**config.mk**
```make
export PLATFORM = sky130hd
export DESIGN_NAME = int2fp_seq
export DESIGN_NICKNAME = d
export VERILOG_FILES = /design/src/rtl/int2fp_seq.sv
export SDC_FILE = /design/constraint.sdc
export NUM_CORES = 1
export LEC_CHECK = 0
export CORE_MARGIN = 2
export CORE_UTILIZATION = 45
export DETAILED_ROUTE_END_ITERATION = 7
export GPL_TIMING_DRIVEN = 0
export PLACE_DENSITY = 0.75
export SETUP_SLACK_MARGIN = 0.5
export SYNTH_ARGS = -nofsm -noshare
export SYNTH_HDL_FRONTEND = slang
export SYNTH_SLANG_ARGS = --single-unit
```
**constraint.sdc**
```tcl
create_clock -name clock -period 3.8 [get_ports clock]
set_input_delay 0.57 -clock clock [delete_from_list [all_inputs] [get_ports clock]]
set_output_delay 0.57 -clock clock [all_outputs]
set_load 0.1 [all_outputs]
```
**src/rtl/int2fp_seq.sv**
```systemverilog
// Sequential integer-to-float converter: a leading-zero normalise loop followed by
// one round-to-nearest-even step, with a valid/ready handshake on each side.
module int2fp_seq #(
    parameter int W       = 16,
    parameter int EXP_LEN = 8,
    parameter int MAN     = 7
) (
    input  logic                     clock,
    input  logic                     nreset,
    input  logic                     in_valid,
    output logic                     in_ready,
    input  logic [W-1:0]             in_data,
    input  logic                     in_signed,
    output logic                     out_valid,
    input  logic                     out_ready,
    output logic [EXP_LEN+MAN:0]     out_data,
    output logic                     out_inexact,
    output logic [1:0]               dbg_state
);

    // Handshakes: a transfer happens on a rising edge where valid and ready are both 1;
    // in_ready is high only in IDLE, out_valid only in DONE, and out_data holds until consumed.

    localparam int LZW  = $clog2(W);
    localparam int BIAS = 2 ** (EXP_LEN - 1) - 1;

    typedef enum logic [1:0] {
        IDLE  = 2'd0,
        NORM  = 2'd1,
        ROUND = 2'd2,
        DONE  = 2'd3
    } state_t;

    state_t state, state_next;

    logic [W-1:0]   mag;
    logic [LZW-1:0] lz;
    logic           sign;

    logic           in_neg;
    logic [W-1:0]   in_mag;

    logic [MAN-1:0] man_trunc;
    logic           guard;
    logic           sticky;
    logic           round_up;
    logic [W-1:0]   low_bits;
    logic [MAN:0]   man_sum;
    logic [EXP_LEN:0] exp_base;
    logic [EXP_LEN:0] exp_final;

    // Negating -2**(W-1) wraps to 2**(W-1), which is the correct unsigned magnitude.
    assign in_neg = in_signed & in_data[W-1];
    assign in_mag = in_neg ? -in_data : in_data;

    // Shifting out everything down to the guard bit leaves only the sticky field.
    assign man_trunc = mag[W-2 -: MAN];
    assign guard     = mag[W-2-MAN];
    assign low_bits  = mag << (MAN + 2);
    assign sticky    = |low_bits;
    assign round_up  = guard & (sticky | man_trunc[0]);
    assign man_sum   = {1'b0, man_trunc} + {{MAN{1'b0}}, round_up};
    assign exp_base  = (EXP_LEN+1)'(BIAS + W - 1) - {{(EXP_LEN+1-LZW){1'b0}}, lz};
    assign exp_final = exp_base + {{EXP_LEN{1'b0}}, man_sum[MAN]};

    always_comb begin
        state_next = state;
        in_ready   = 1'b0;
        out_valid  = 1'b0;
        case (state)
            IDLE: begin
                in_ready = 1'b1;
                if (in_valid) state_next = (in_mag == '0) ? DONE : NORM;
            end
            NORM: begin
                if (mag[W-1]) state_next = ROUND;
            end
            ROUND: begin
                state_next = DONE;
            end
            DONE: begin
                out_valid = 1'b1;
                if (out_ready) state_next = IDLE;
            end
            default: state_next = IDLE;
        endcase
    end

    assign dbg_state = state;

    always_ff @(posedge clock or negedge nreset) begin
        if (!nreset) begin
            state       <= IDLE;
            mag         <= '0;
            lz          <= '0;
            sign        <= 1'b0;
            out_data    <= '0;
            out_inexact <= 1'b0;
        end else begin
            state <= state_next;
            case (state)
                IDLE: begin
                    if (in_valid) begin
                        sign <= in_neg;
                        mag  <= in_mag;
                        lz   <= '0;
                        if (in_mag == '0) begin
                            out_data    <= '0;
                            out_inexact <= 1'b0;
                        end
                    end
                end
                NORM: begin
                    if (!mag[W-1]) begin
                        mag <= mag << 1;
                        lz  <= lz + LZW'(1);
                    end
                end
                ROUND: begin
                    out_data    <= {sign, exp_final[EXP_LEN-1:0], man_sum[MAN-1:0]};
                    out_inexact <= guard | sticky;
                end
                default: ;
            endcase
        end
    end

endmodule

```
==> impl_metrics.csv, run 1 <==
group,metric,value,unit
detailed_routing,wl_per_cell,14.4,µm
worst_setup_path,critical_path.top_delay_family,"simple AND/OR/NAND/NOR gates",
yosys,synth.area.mux_share,1.91,%
power_and_ir_drop,p_sw,0.00157,W
yosys,synth_top_family_by_area,"simple AND/OR/NAND/NOR gates",
yosys,yosysUniqueCellTypes,58,
placed_design,gp_congestion,0.903,
power_and_ir_drop,power,0.00288,W
detailed_routing,dr.first_iter.drc_count,138,
worst_setup_path,reg2regPathDepth,8,
yosys,yosys.area.top_type,"dfrtp_1",
worst_setup_path,r2r_start,"dbg_state[0]",
yosys,synth_area,2690,µm²
detailed_routing,wl_met1,2.89,mm
power_and_ir_drop,p_leak,1.36,nW
floorplanning,die_area,6620,µm²
floorplanning,row_count,28,
cells_and_area,nets,391,
floorplanning,die_h,81.3,µm
floorplanning,die_w,81.3,µm
flow_run,cap_viol_max_count,0,
detailed_routing,top_layer_used,"met4",
global_routing,grt_usage,20.5,%
worst_setup_path,worst_setup_path_start_kind,"input pin",
sta,max_freq,0.309,GHz
detailed_routing,via_count,2475,
sta,fin_hold_ws,389,ps
global_routing,grt_pass1_vias,2281,
power_and_ir_drop,peakVddDrop,0.575,mV
worst_setup_path,crit_path_top_delay_cell,"or4_4",
clocking,insertion_delay,290,ps
sta,setup_violations,0,
worst_hold_path,min_path_type,"input pin to async pin",
sta,worstMarginPinSlew,970,ps
yosys,synth-xor-area-share,5.86,%
yosys,synth.most_common_cell,"dfrtp_1",
power_and_ir_drop,intPower,0.00131,W
clocking,clock_path_buffers,2,
global_routing,antenna_found_initial,0,
placed_design,pre_cts_ws,-185,ps
power_and_ir_drop,power.density,868,nW/µm²
sta,relSlewSlack,35.1,%
clocking,hold_buffers,0,
sta,fin_crit,3230,ps
sta,fin_ws,568,ps
floorplanning,initial_core_util,46.0,%
clocking,path_clk_slew,70,ps
yosys,async_flop_share,100,%
worst_setup_path,cpPeakStageDelay,580,ps
yosys,avgSynthCellArea,8.65,µm²
yosys,synth_top_flop_cell,"dfrtp_1",
yosys,synth_simple_gate_area_share,23.6,%
yosys,synth_compound_area_share,22.4,%
clocking,cts_tree,"yes",
yosys,synthAdderAreaFrac,4.65,%
yosys,ys_seq_elements,39,
cells_and_area,synthToLayoutAreaGrowth,23.2,%
cells_and_area,fillers,546,
sta,fin_crit_sh,85.1,%
cells_and_area,final_core_util,56.7,%
clocking,numCtsBuffers,5,
detailed_routing,met2_length,2.94,mm
yosys,yosysWarningCount,0,
sta,skew,4.02,ps
sta,drv_slew,0,
run_status,status,"complete, no violations",
cells_and_area,design_area,3320,µm²
worst_setup_path,crit_fanout,10,
placed_design,hpwlAfterDp,4.70,mm
yosys,synthesis.nets,342,
global_routing,grt_pass1_wl,10.6,mm
power_and_ir_drop,clock_power_share,9.7,%
detailed_routing,finalWirelength,6.28,mm
yosys,yosysSeqAreaShare,36.3,%
detailed_routing,dr.pass1.iters,4,
worst_setup_path,r2r_slack,1470,ps
detailed_routing,met3_length,373,µm
global_routing,grt_max_degree,40,
clocking,htreeDepth,2,
worst_setup_path,path_class,"input pin to flop",
worst_setup_path,crit_path_cell_trace,"clkdlybuf4s50_1 -> or4_4 -> nor3_4 -> mux2_2 -> or4_4 -> o41a_4 -> buf_6 -> o22ai_1",
power_and_ir_drop,combPwrFrac,63.4,%
detailed_routing,drc,0,
sta,finalHoldViolCount,0,
worst_setup_path,crit_path_frequent_cell,"or4_4",
sta,rsz0062_at_grt,"false",
detailed_routing,postRouteAntennaNets,0,
worst_setup_path,rr_endpoint,"out_data[5]",
power_and_ir_drop,seq_power_share,26.9,%
placed_design,portBuffers,39,
cells_and_area,antenna_cells,0,
worst_setup_path,crit_path_end_kind,"flop",
clocking,clock_sinks,39,
worst_setup_path,worstPathRequired,4000,ps
power_and_ir_drop,swShare,54.7,%
worst_setup_path,timing.critical_path.buf_inv,2,
yosys,synth_edf_count,0,
yosys,netlist.area_leader.share,36.3,%
detailed_routing,viasPerCell,5.69,
floorplanning,io_pins,42,
clocking,root_buffer,"clkbuf_8",
yosys,synth_common_cells,"dfrtp_1 (39), nand2_1 (38), nor2_1 (18)",
placed_design,placed_area,3170,µm²
yosys,synth_cells,311,
global_routing,grt-ovfl-total,0,
floorplanning,core_area,5850,µm²
worst_setup_path,arrival,3430,ps
yosys,synthTopCellsByArea,"dfrtp_1 (36%), nand2_1 (5.3%), ha_1 (4.6%), o22ai_1 (3.5%), xor2_1 (3.3%)",
cells_and_area,drive_above_1_share,9.44,%
## cell usage in the layout, fill, tap and decap left out, types with 2 or more instances in the layout
cell type         n
clkbuf_8          6
buf_6             3
a31oi_1           7
ha_1              8
nor2_1           18
and3_1            3
nand3_1          17
clkbuf_1         14
o2bb2ai_1         2
nand2b_1          7
nor2b_1           2
a21boi_0          2
a21oi_1           8
nor4_1            2
buf_4             4
a22o_1            3
o21a_1            6
clkdlybuf4s50_1  32
o21ai_0          17
mux2i_1           4
or2_2             3
o21bai_1          2
inv_1            15
or4_4             2
nand2_1          38
or3_1             5
dlygate4sd2_1     5
o22ai_1          14
dfrtp_1          39
nor3_1            6
xor2_1           10
o22ai_2           3
xnor2_1           8
o211ai_1         10
nand3b_1          2
and2_1            3
## per-stage QoR
step / setup TNS (ps) / instances
after CTS: 0 / 434
after detailed placement: -2110 / 425
after global placement: -1490 / 425
final: 0 / 435
after global routing: 0 / 435
after floorplan: 0 / 311
## layout make-up
type | count | area (µm²) | share of cell area, %
multi-input cells | 239 | 1600 | 48.4
flip-flops and latches | 39 | 976 | 29.4
clock buffers | 6 | 82.6 | 2.49
clock inverters | 1 | 5.00 | 0.151
well taps | 75 | 93.8 | 2.83
plain buffers | 18 | 93.8 | 2.83
repair buffers | 42 | 404 | 12.2
inverters | 15 | 56.3 | 1.70
## power groups by stage
stage	Clock (W)	Combinational [W]	Sequential, W
floorplan	0	0.000834	0.00133
global placement	0	0.00179	0.000773
detailed placement	0	0.00181	0.000783
CTS	0.000286	0.00182	0.000774
global route	0.000309	0.00198	0.000803
finish	0.000281	0.00183	0.000773
## layer usage
layer  track usage (%)  up-vias
met2              33.6       91
met4              6.27        0
met3              3.00       10
met1              28.0     1152
met5                 0        -
li1                  -     1222
## worst register-to-register path, delay by kind of cell (launching register included)
kind	cells	cell delay, ps
AOI/OAI and AO/OA	1	150
DFF	1	420
adders and majority gates	1	220
and+or+nand+nor	2	280
buffers and inverters	4	1180
## worst max-delay path by stage
stage | startpoint | end | slack, ps | depth (start not counted)
4_1_cts | in_data[0] | out_data[2] | 540 | 10
5_1_grt | in_data[3] | out_inexact | 500 | 8
2_1_floorplan | in_data[0] | out_data[1] | 610 | 9
3_5_place_dp | in_data[0] | out_data[2] | -190 | 10
3_3_place_gp | in_data[0] | out_data[2] | -140 | 10
6_report | in_data[3] | out_data[9] | 570 | 8
## cell families (layout without fill, tap and decap cells)
group / after synthesis / after routing
AOI/OAI and AO/OA: 86 / 86
xor gates and xnor gates: 18 / 18
adders and majority gates: 10 / 10
buffers and inverters: 33 / 82
DFF: 39 / 39
muxes: 5 / 5
and+or+nand+nor: 120 / 120
## registers in the layout, summed over array words and instances, names as in the netlist
register and count:
sign 1, mag 16, out_inexact 1, dbg_state 2
lz 4, out_data 15
## repair_timing
item / CTS / global route
gates resized for setup: 8 / 5
pin swaps: 3 / 1
setup buffers: 2 / 1
setup endpoints to repair: 17 / 14
cloned: 0 / 0
No activity file was read; power rests on OpenSTA's default activity.
==> inputs of run 2 (changes only) <==
--- a/config.mk
+++ b/config.mk
@@ -8,9 +8,9 @@
 export CORE_MARGIN = 2
 export CORE_UTILIZATION = 45
 export DETAILED_ROUTE_END_ITERATION = 7
-export GPL_TIMING_DRIVEN = 0
 export PLACE_DENSITY = 0.75
 export SETUP_SLACK_MARGIN = 0.5
 export SYNTH_ARGS = -nofsm -noshare
 export SYNTH_HDL_FRONTEND = slang
 export SYNTH_SLANG_ARGS = --single-unit
+export TNS_END_PERCENT = 1
==> impl_metrics.csv, run 2 (synthesis results as in run 1) <==
group,metric,value,unit
clocking,root_buffer,"clkbuf_8",
detailed_routing,viasPerCell,5.65,
floorplanning,io_pins,42,
placed_design,hpwlAfterDp,4.58,mm
floorplanning,initial_core_util,46.0,%
worst_setup_path,crit_fanout,8,
detailed_routing,wl_per_cell,14.9,µm
sta,max_freq,0.308,GHz
worst_setup_path,worstPathRequired,4020,ps
cells_and_area,antenna_cells,0,
detailed_routing,postRouteAntennaNets,0,
flow_run,cap_viol_max_count,0,
global_routing,grt-ovfl-total,0,
worst_setup_path,worst_setup_path_start_kind,"input pin",
sta,relSlewSlack,35.3,%
floorplanning,row_count,28,
floorplanning,die_area,6620,µm²
sta,skew,7.42,ps
clocking,cts_tree,"yes",
sta,fin_crit,3250,ps
cells_and_area,final_core_util,57.9,%
global_routing,grt_pass1_vias,2287,
clocking,clock_sinks,39,
worst_setup_path,arrival,3460,ps
sta,fin_ws,554,ps
power_and_ir_drop,p_leak,1.39,nW
detailed_routing,drc,0,
worst_setup_path,timing.critical_path.buf_inv,2,
floorplanning,die_w,81.3,µm
global_routing,grt_max_degree,40,
floorplanning,core_area,5850,µm²
detailed_routing,via_count,2442,
cells_and_area,mostFrequentLayoutCell,"clkdlybuf4s50_1",
placed_design,portBuffers,41,
sta,worstMarginPinSlew,968,ps
detailed_routing,finalWirelength,6.42,mm
cells_and_area,design_area,3390,µm²
sta,fin_crit_sh,85.4,%
sta,finalHoldViolCount,0,
run_status,status,"complete, no violations",
detailed_routing,dr.pass1.iters,4,
placed_design,placed_area,3200,µm²
sta,finalSetupTns,0,ps
global_routing,grt_pass1_wl,10.7,mm
worst_hold_path,min_path_type,"input pin to async pin",
cells_and_area,largest_reg_flops,16,
cells_and_area,largest_register,"mag",
sta,rsz0062_at_grt,"true",
worst_setup_path,crit_path_cell_trace,"clkdlybuf4s50_1 -> inv_1 -> ha_1 -> or4b_4 -> nor3_4 -> mux2_2 -> or4_4 -> o41a_4 -> o22ai_1",
worst_setup_path,critical_path.top_delay_family,"simple AND/OR/NAND/NOR gates",
power_and_ir_drop,peakVddDrop,0.621,mV
global_routing,grt_usage,20.8,%
clocking,clock_path_buffers,2,
clocking,path_clk_slew,80,ps
clocking,hold_buffers,0,
global_routing,antenna_found_initial,0,
detailed_routing,dr.first_iter.drc_count,167,
placed_design,gp_congestion,0.856,
clocking,numCtsBuffers,5,
cells_and_area,seq_area,976,µm²
sta,drv_slew,0,
clocking,htreeDepth,2,
cells_and_area,synthToLayoutAreaGrowth,25.8,%
cells_and_area,drive_above_1_share,11.8,%
placed_design,pre_cts_ws,44.9,ps
cells_and_area,multi_input_area,1610,µm²
worst_setup_path,crit_path_top_delay_cell,"or4_4",
worst_setup_path,cpPeakStageDelay,590,ps
floorplanning,die_h,81.3,µm
cells_and_area,reg_top3,"mag (16), out_data (15), lz (4)",
worst_setup_path,path_class,"input pin to flop",
sta,setup_violations,0,
cells_and_area,nets,387,
worst_setup_path,crit_path_end_kind,"flop",
power_and_ir_drop,power.density,885,nW/µm²
cells_and_area,fillers,532,
clocking,insertion_delay,290,ps
cells_and_area,layout_common_cells,"clkdlybuf4s50_1 (40), dfrtp_1 (39), nand2_1 (38), nor2_1 (18)",
-- run 2: cell count changes in the layout (fill, tap and decap cells not counted), sizes merged --
| cell | delta |
|---|---|
| clkbuf | -15 |
| clkdlybuf4s50 | +8 |
| buf | +7 |
| dlygate4sd2 | -5 |
| bufinv | +2 |
| clkinv | -1 |
| clkinvlp | +1 |
| dlymetal6s2s | -1 |
| o41a | +1 |
-- run 2: per-stage QoR --
| stage | std cells | hold WS, ps | power [W] |
|---|---|---|---|
| CTS | 431 | 408 | 0.00300 |
| global route | 432 | 443 | 0.00320 |
| detailed placement | 422 | 470 | 0.00257 |
| finish | 432 | 379 | 0.00300 |
| global placement | 422 | 465 | 0.00253 |
| floorplan | 311 | 274 | 0.00217 |
-- run 2: final timing paths --
kind | startpoint | endpoint | slack [ps] | cells past startpoint
max | in_data[0] | out_data[10] | 550 | 9
min | nreset | out_data[10] | 380 | 1
max reg2reg | dbg_state[0] | out_data[10] | 1500 | 6
min reg2reg | sign | sign | 490 | 2
max in group asynchronous | nreset | mag[11] | 2840 | 1
min in group clock | sign | sign | 490 | 2
-- run 2: layout make-up --
cell class                      instances  share of cell area [%]
Multi-Input combinational cell        240                    47.6
Clock inverter                          3                    2.00
Inverter                               15                    1.66
Tap cell                               75                    2.77
Timing Repair Buffer                   55                    15.1
Sequential cell                        39                    28.8
Clock buffer                            5                    2.03
-- run 2: power breakdown --
part / internal [W] / total (W) / switching [W]
registers: 0.000608 / 0.000772 / 0.000164
clock network: 0.000262 / 0.000412 / 0.000150
logic: 0.000556 / 0.00181 / 0.00126
-- run 2: repair_timing --
action,CTS,global route
endpoints found under the setup margin,17,17
pin swaps,1,2
gates resized for setup,1,3
hold endpoints to repair,0,0
setup buffers,0,1
gates cloned,1,0
-- run 2: layer usage --
| metal | GRT usage (%) | up-vias | share of wire (%) |
|---|---|---|---|
| met5 | 0 | - | 0 |
| met4 | 6.44 | 0 | 1.1 |
| met3 | 3.11 | 6 | 5.8 |
| met2 | 33.3 | 81 | 46 |
| met1 | 28.8 | 1131 | 47 |
| li1 | - | 1224 | - |
==> inputs of run 3 (changes only) <==
--- a/config.mk
+++ b/config.mk
@@ -6,9 +6,9 @@
 export NUM_CORES = 1
 export LEC_CHECK = 0
 export CORE_MARGIN = 2
-export CORE_UTILIZATION = 45
+export CORE_UTILIZATION = 54
 export DETAILED_ROUTE_END_ITERATION = 7
-export PLACE_DENSITY = 0.75
+export PLACE_DENSITY = 0.86
 export SETUP_SLACK_MARGIN = 0.5
 export SYNTH_ARGS = -nofsm -noshare
 export SYNTH_HDL_FRONTEND = slang
==> constraint.sdc (replaced) <==
create_clock -name clock -period 3.5 [get_ports clock]
set_input_delay 0.525 -clock clock [delete_from_list [all_inputs] [get_ports clock]]
set_output_delay 0.525 -clock clock [all_outputs]
set_load 0.1 [all_outputs]
==> impl_metrics.csv, run 3 (synthesis results as in run 1) <==
group,metric,value,unit
floorplanning,die_area,5560,µm²
worst_hold_path,min_path_type,"input pin to async pin",
clocking,hold_buffers,0,
clocking,clock_sinks,39,
worst_setup_path,reg2regPathDepth,6,
floorplanning,die_w,74.6,µm
cells_and_area,largest_reg_flops,16,
sta,drv_slew,0,
detailed_routing,dr.pass1.iters,4,
floorplanning,io_pins,42,
global_routing,grt_usage,25.9,%
clocking,root_buffer,"clkbuf_8",
detailed_routing,met3_length,422,µm
global_routing,grt_pass1_vias,2377,
clocking,clock_path_buffers,2,
detailed_routing,wl_met1,2.88,mm
cells_and_area,antenna_cells,0,
worst_setup_path,path_class,"input pin to flop",
clocking,htreeDepth,2,
run_status,status,"complete, no violations",
cells_and_area,synthToLayoutAreaGrowth,27.5,%
floorplanning,core_area,4750,µm²
placed_design,gp_congestion,0.905,
detailed_routing,drc,0,
placed_design,portBuffers,41,
clocking,numCtsBuffers,5,
detailed_routing,wl_per_cell,15.4,µm
sta,fin_crit,2940,ps
global_routing,grt_max_degree,40,
cells_and_area,largest_register,"mag",
floorplanning,die_h,74.6,µm
worst_setup_path,crit_fanout,8,
global_routing,grt_pass1_wl,11.2,mm
cells_and_area,nets,392,
floorplanning,initial_core_util,56.6,%
power_and_ir_drop,p_leak,1.43,nW
detailed_routing,finalWirelength,6.61,mm
global_routing,antenna_found_initial,0,
detailed_routing,via_count,2568,
sta,setup_violations,0,
clocking,insertion_delay,300,ps
sta,finalHoldViolCount,0,
detailed_routing,met2_length,3.21,mm
detailed_routing,postRouteAntennaNets,0,
placed_design,place_inst,416,
sta,max_freq,0.341,GHz
sta,fin_crit_sh,83.9,%
detailed_routing,dr.first_iter.drc_count,153,
clocking,cts_tree,"yes",
flow_run,cap_viol_max_count,0,
sta,fin_hold_ws,340,ps
cells_and_area,drive_above_1_share,15.2,%
detailed_routing,top_layer_used,"met4",
placed_design,hpwlAfterDp,4.68,mm
worst_setup_path,worstPathRequired,3710,ps
cells_and_area,layout.cells.non_filler,429,
detailed_routing,viasPerCell,5.99,
power_and_ir_drop,peakVddDrop,0.637,mV
sta,skew,12.9,ps
worst_setup_path,worst_setup_path_start_kind,"input pin",
power_and_ir_drop,power.density,939,nW/µm²
sta,worstMarginPinSlew,996,ps
cells_and_area,mostFrequentLayoutCell,"dfrtp_1",
sta,relSlewSlack,33.4,%
worst_setup_path,crit_path_end_kind,"flop",
floorplanning,row_count,25,
worst_setup_path,arrival,3140,ps
global_routing,grt-ovfl-total,0,
cells_and_area,reg_top3,"mag (16), out_data (15), lz (4)",
cells_and_area,layout_common_cells,"dfrtp_1 (39), nand2_1 (37), clkdlybuf4s50_1 (29), buf_4 (20), nor2_1 (18)",
sta,rsz0062_at_grt,"true",
clocking,path_clk_slew,80,ps
## run 3: metal layers
metal	up-vias	track usage [%]
met5	-	0
met2	91	41.0
met4	0	9.52
li1	1231	-
met3	9	3.79
met1	1237	36.2
## run 3: cell type report
| class | instances | area (µm²) |
|---|---|---|
| Inverter | 15 | 58.8 |
| Fill cell | 384 | 1320 |
| Clock inverter | 2 | 35.0 |
| Clock buffer | 6 | 82.6 |
| Timing Repair Buffer | 60 | 546 |
| Multi-Input combinational cell | 240 | 1650 |
| Tap cell | 67 | 83.8 |
| Sequential cell | 39 | 976 |
## run 3: metrics by stage
| step | instance area [µm²] | setup slack (ps) | setup TNS, ps | power [W] | util, % |
|---|---|---|---|---|---|
| 5_1_grt | 3430 | 470 | 0 | 0.00342 | 72.2 |
| 3_5_place_dp | 3250 | -23.1 | -51.4 | 0.00279 | 68.3 |
| 2_1_floorplan | 2720 | 500 | 0 | 0.00235 | - |
| 3_3_place_gp | 3250 | 27.8 | 0 | 0.00273 | 68.3 |
| 4_1_cts | 3410 | 507 | 0 | 0.00321 | 71.8 |
| 6_report | 3430 | 564 | 0 | 0.00322 | 72.2 |
## run 3: power by group
| part | switching, W | internal (W) | leakage [nW] |
|---|---|---|---|
| clock network | 0.000162 | 0.000231 | 0.0612 |
| logic | 0.00139 | 0.000602 | 0.891 |
| registers | 0.000181 | 0.000660 | 0.479 |
## run 3: timing repair
action                     4_1_cts  5_1_grt
setup endpoints to repair       17       17
gates cloned                     1        0
buffers inserted                 4        0
pin swaps                        7        1
resized for setup               14        4
## run 3: worst paths after layout
kind | start | to | slack [ps]
max | in_data[0] | out_data[4] | 560
min | nreset | out_data[10] | 340
max reg2reg | dbg_state[1] | out_data[4] | 1220
min reg2reg | mag[5] | mag[5] | 520
max in group asynchronous | nreset | out_data[0] | 2610
min in group clock | mag[5] | mag[5] | 520
## run 3: worst max-delay path, cell delays in order
cell           delay, ps
dlygate4sd2_1        260
inv_2                 70
ha_4                 120
or4b_4               470
nor3_4               160
mux2_4               310
or4_4                600
o41a_4               500
o22ai_1              130
==> RTL edit (config.mk and constraints of run 2) <==
`W`: 16 -> 32.
--- a/src/rtl/int2fp_seq.sv
+++ b/src/rtl/int2fp_seq.sv
@@ -2,5 +2,5 @@
 // one round-to-nearest-even step, with a valid/ready handshake on each side.
 module int2fp_seq #(
-    parameter int W       = 16,
+    parameter int W       = 32,
     parameter int EXP_LEN = 8,
     parameter int MAN     = 7
Ports: changed (resized in_data); port bits go from 42 to 58. No check against the original RTL was run, so the function may have changed too.
==> RTL edit against run 2 <==
  * Global-route usage rose by 6.4 points
  * Design area increased by 74%
  * First-iteration DRC count rose by 110%
  * Highest routed layer unchanged
  * Cell count rose by 67%
  * Worst setup slack lost 0.26 ns
  * Sequential cell count grew 18
  * Power is 30% higher
  * Via count up 78%
  * Routed wire length rose by 100%
  * Largest power group unchanged
  * Synthesized area increased by 48%
==> RTL edit: results <==
set metrics [dict create \
    dp_slack_ns -0.371 \
    fin_nets 653 \
    status "complete, no violations" \
    synth_cell_type_count 69 \
    grt_pass1_wl_um 21100 \
    layout-drive-gt1-share_pct 30.6 \
    largestRegisters "mag x32, out_data x16, lz x5" \
    timing.hold.ws_ns 0.188 \
    cpPeakStageDelay_ns 0.52 \
    r2r_end "out_data[12]" \
    drtIter0Drc 351 \
    worstRegToRegCells 12 \
    ir_drop_v 0.000359 \
    place.gp.congestion 0.984 \
    htreeDepth 3 \
    p_leak_nw 2.54 \
    grt_max_degree 59 \
    synth_common_cells "dfrtp_1, nand2_1, o21ai_0" \
    arrival_ns 3.74 \
    insertion_delay_ns 0.35 \
    cts_made_buffers 9 \
    dp.cells 668 \
    fin_crit_ns 3.51 \
    fin_cells 720 \
    avgRoutedWirePerCell_um 18.0 \
    first_pass_iters 5 \
    hpwl_um 8800 \
    async_flop_share_pct 100 \
    worstPathMaxFanout 4 \
    viasPerCell 6.05 \
    sw_frac_of_total_pct 50.4 \
    place_area_mm2 0.00507 \
    timing.slew.headroom_pct 35.0 \
    seq_area_frac_synth_pct 35.9 \
    finClkSkew_ns 0.0139 \
    reg2reg_slack_ns 0.92 \
    grt.total_usage_pct 27.2 \
]
## RTL edit: cell types whose count changed in the layout (fill, tap and decap cells not counted), sizes merged, moves of 9 or more
cell | run 2 | this run
a31oi | 7 | 34
buf | 15 | 113
dfrtp | 39 | 57
nand2 | 38 | 48
nand3 | 17 | 8
nor2 | 19 | 44
nor4 | 3 | 14
o21ai | 17 | 46
o22ai | 17 | 2
o2bb2ai | 2 | 14
xnor2 | 8 | 21
## RTL edit: repair_timing
item,CTS,global route
resized for setup,92,17
setup buffers,28,7
setup endpoints to repair,18,18
gates cloned,1,0
pin swaps,26,17
## RTL edit: cell families (layout without fill, tap and decap cells)
group / count (synthesis) / in the layout / share of synthesized area [%]
compound gates: 144 / 144 / 24.0
xor+xnor: 37 / 37 / 8.16
fa+ha+maj: 9 / 9 / 2.84
buf+inv: 49 / 196 / 5.92
flops: 57 / 57 / 35.9
mux: 7 / 7 / 1.83
simple gates: 162 / 162 / 21.4
## RTL edit: layout make-up
| class | instances | area (um^2) |
|---|---|---|
| fillers | 652 | 2730 |
| multi-input cells | 359 | 2630 |
| flip-flops and latches | 57 | 1430 |
| repair buffers | 164 | 1430 |
| well taps | 108 | 135 |
| clock buffers | 9 | 124 |
| clock inverters | 7 | 103 |
| inverters | 16 | 60.1 |
## RTL edit: routing by layer
layer	track usage [%]	share of wire [%]	up-vias
li1	-	-	2009
met1	34.0	41	2079
met2	44.9	48	206
met3	5.65	6.3	61
met4	12.9	4.6	0
met5	0	0	-
## RTL edit: power groups by stage
stage	sequential (mW)	clock, mW	combinational, mW
final	1.07	0.648	2.17
after global routing	1.11	0.686	2.34
after CTS	1.07	0.656	2.14
after detailed placement	1.08	0	2.05
after global placement	1.06	0	2.01
after floorplan	1.57	0	1.01
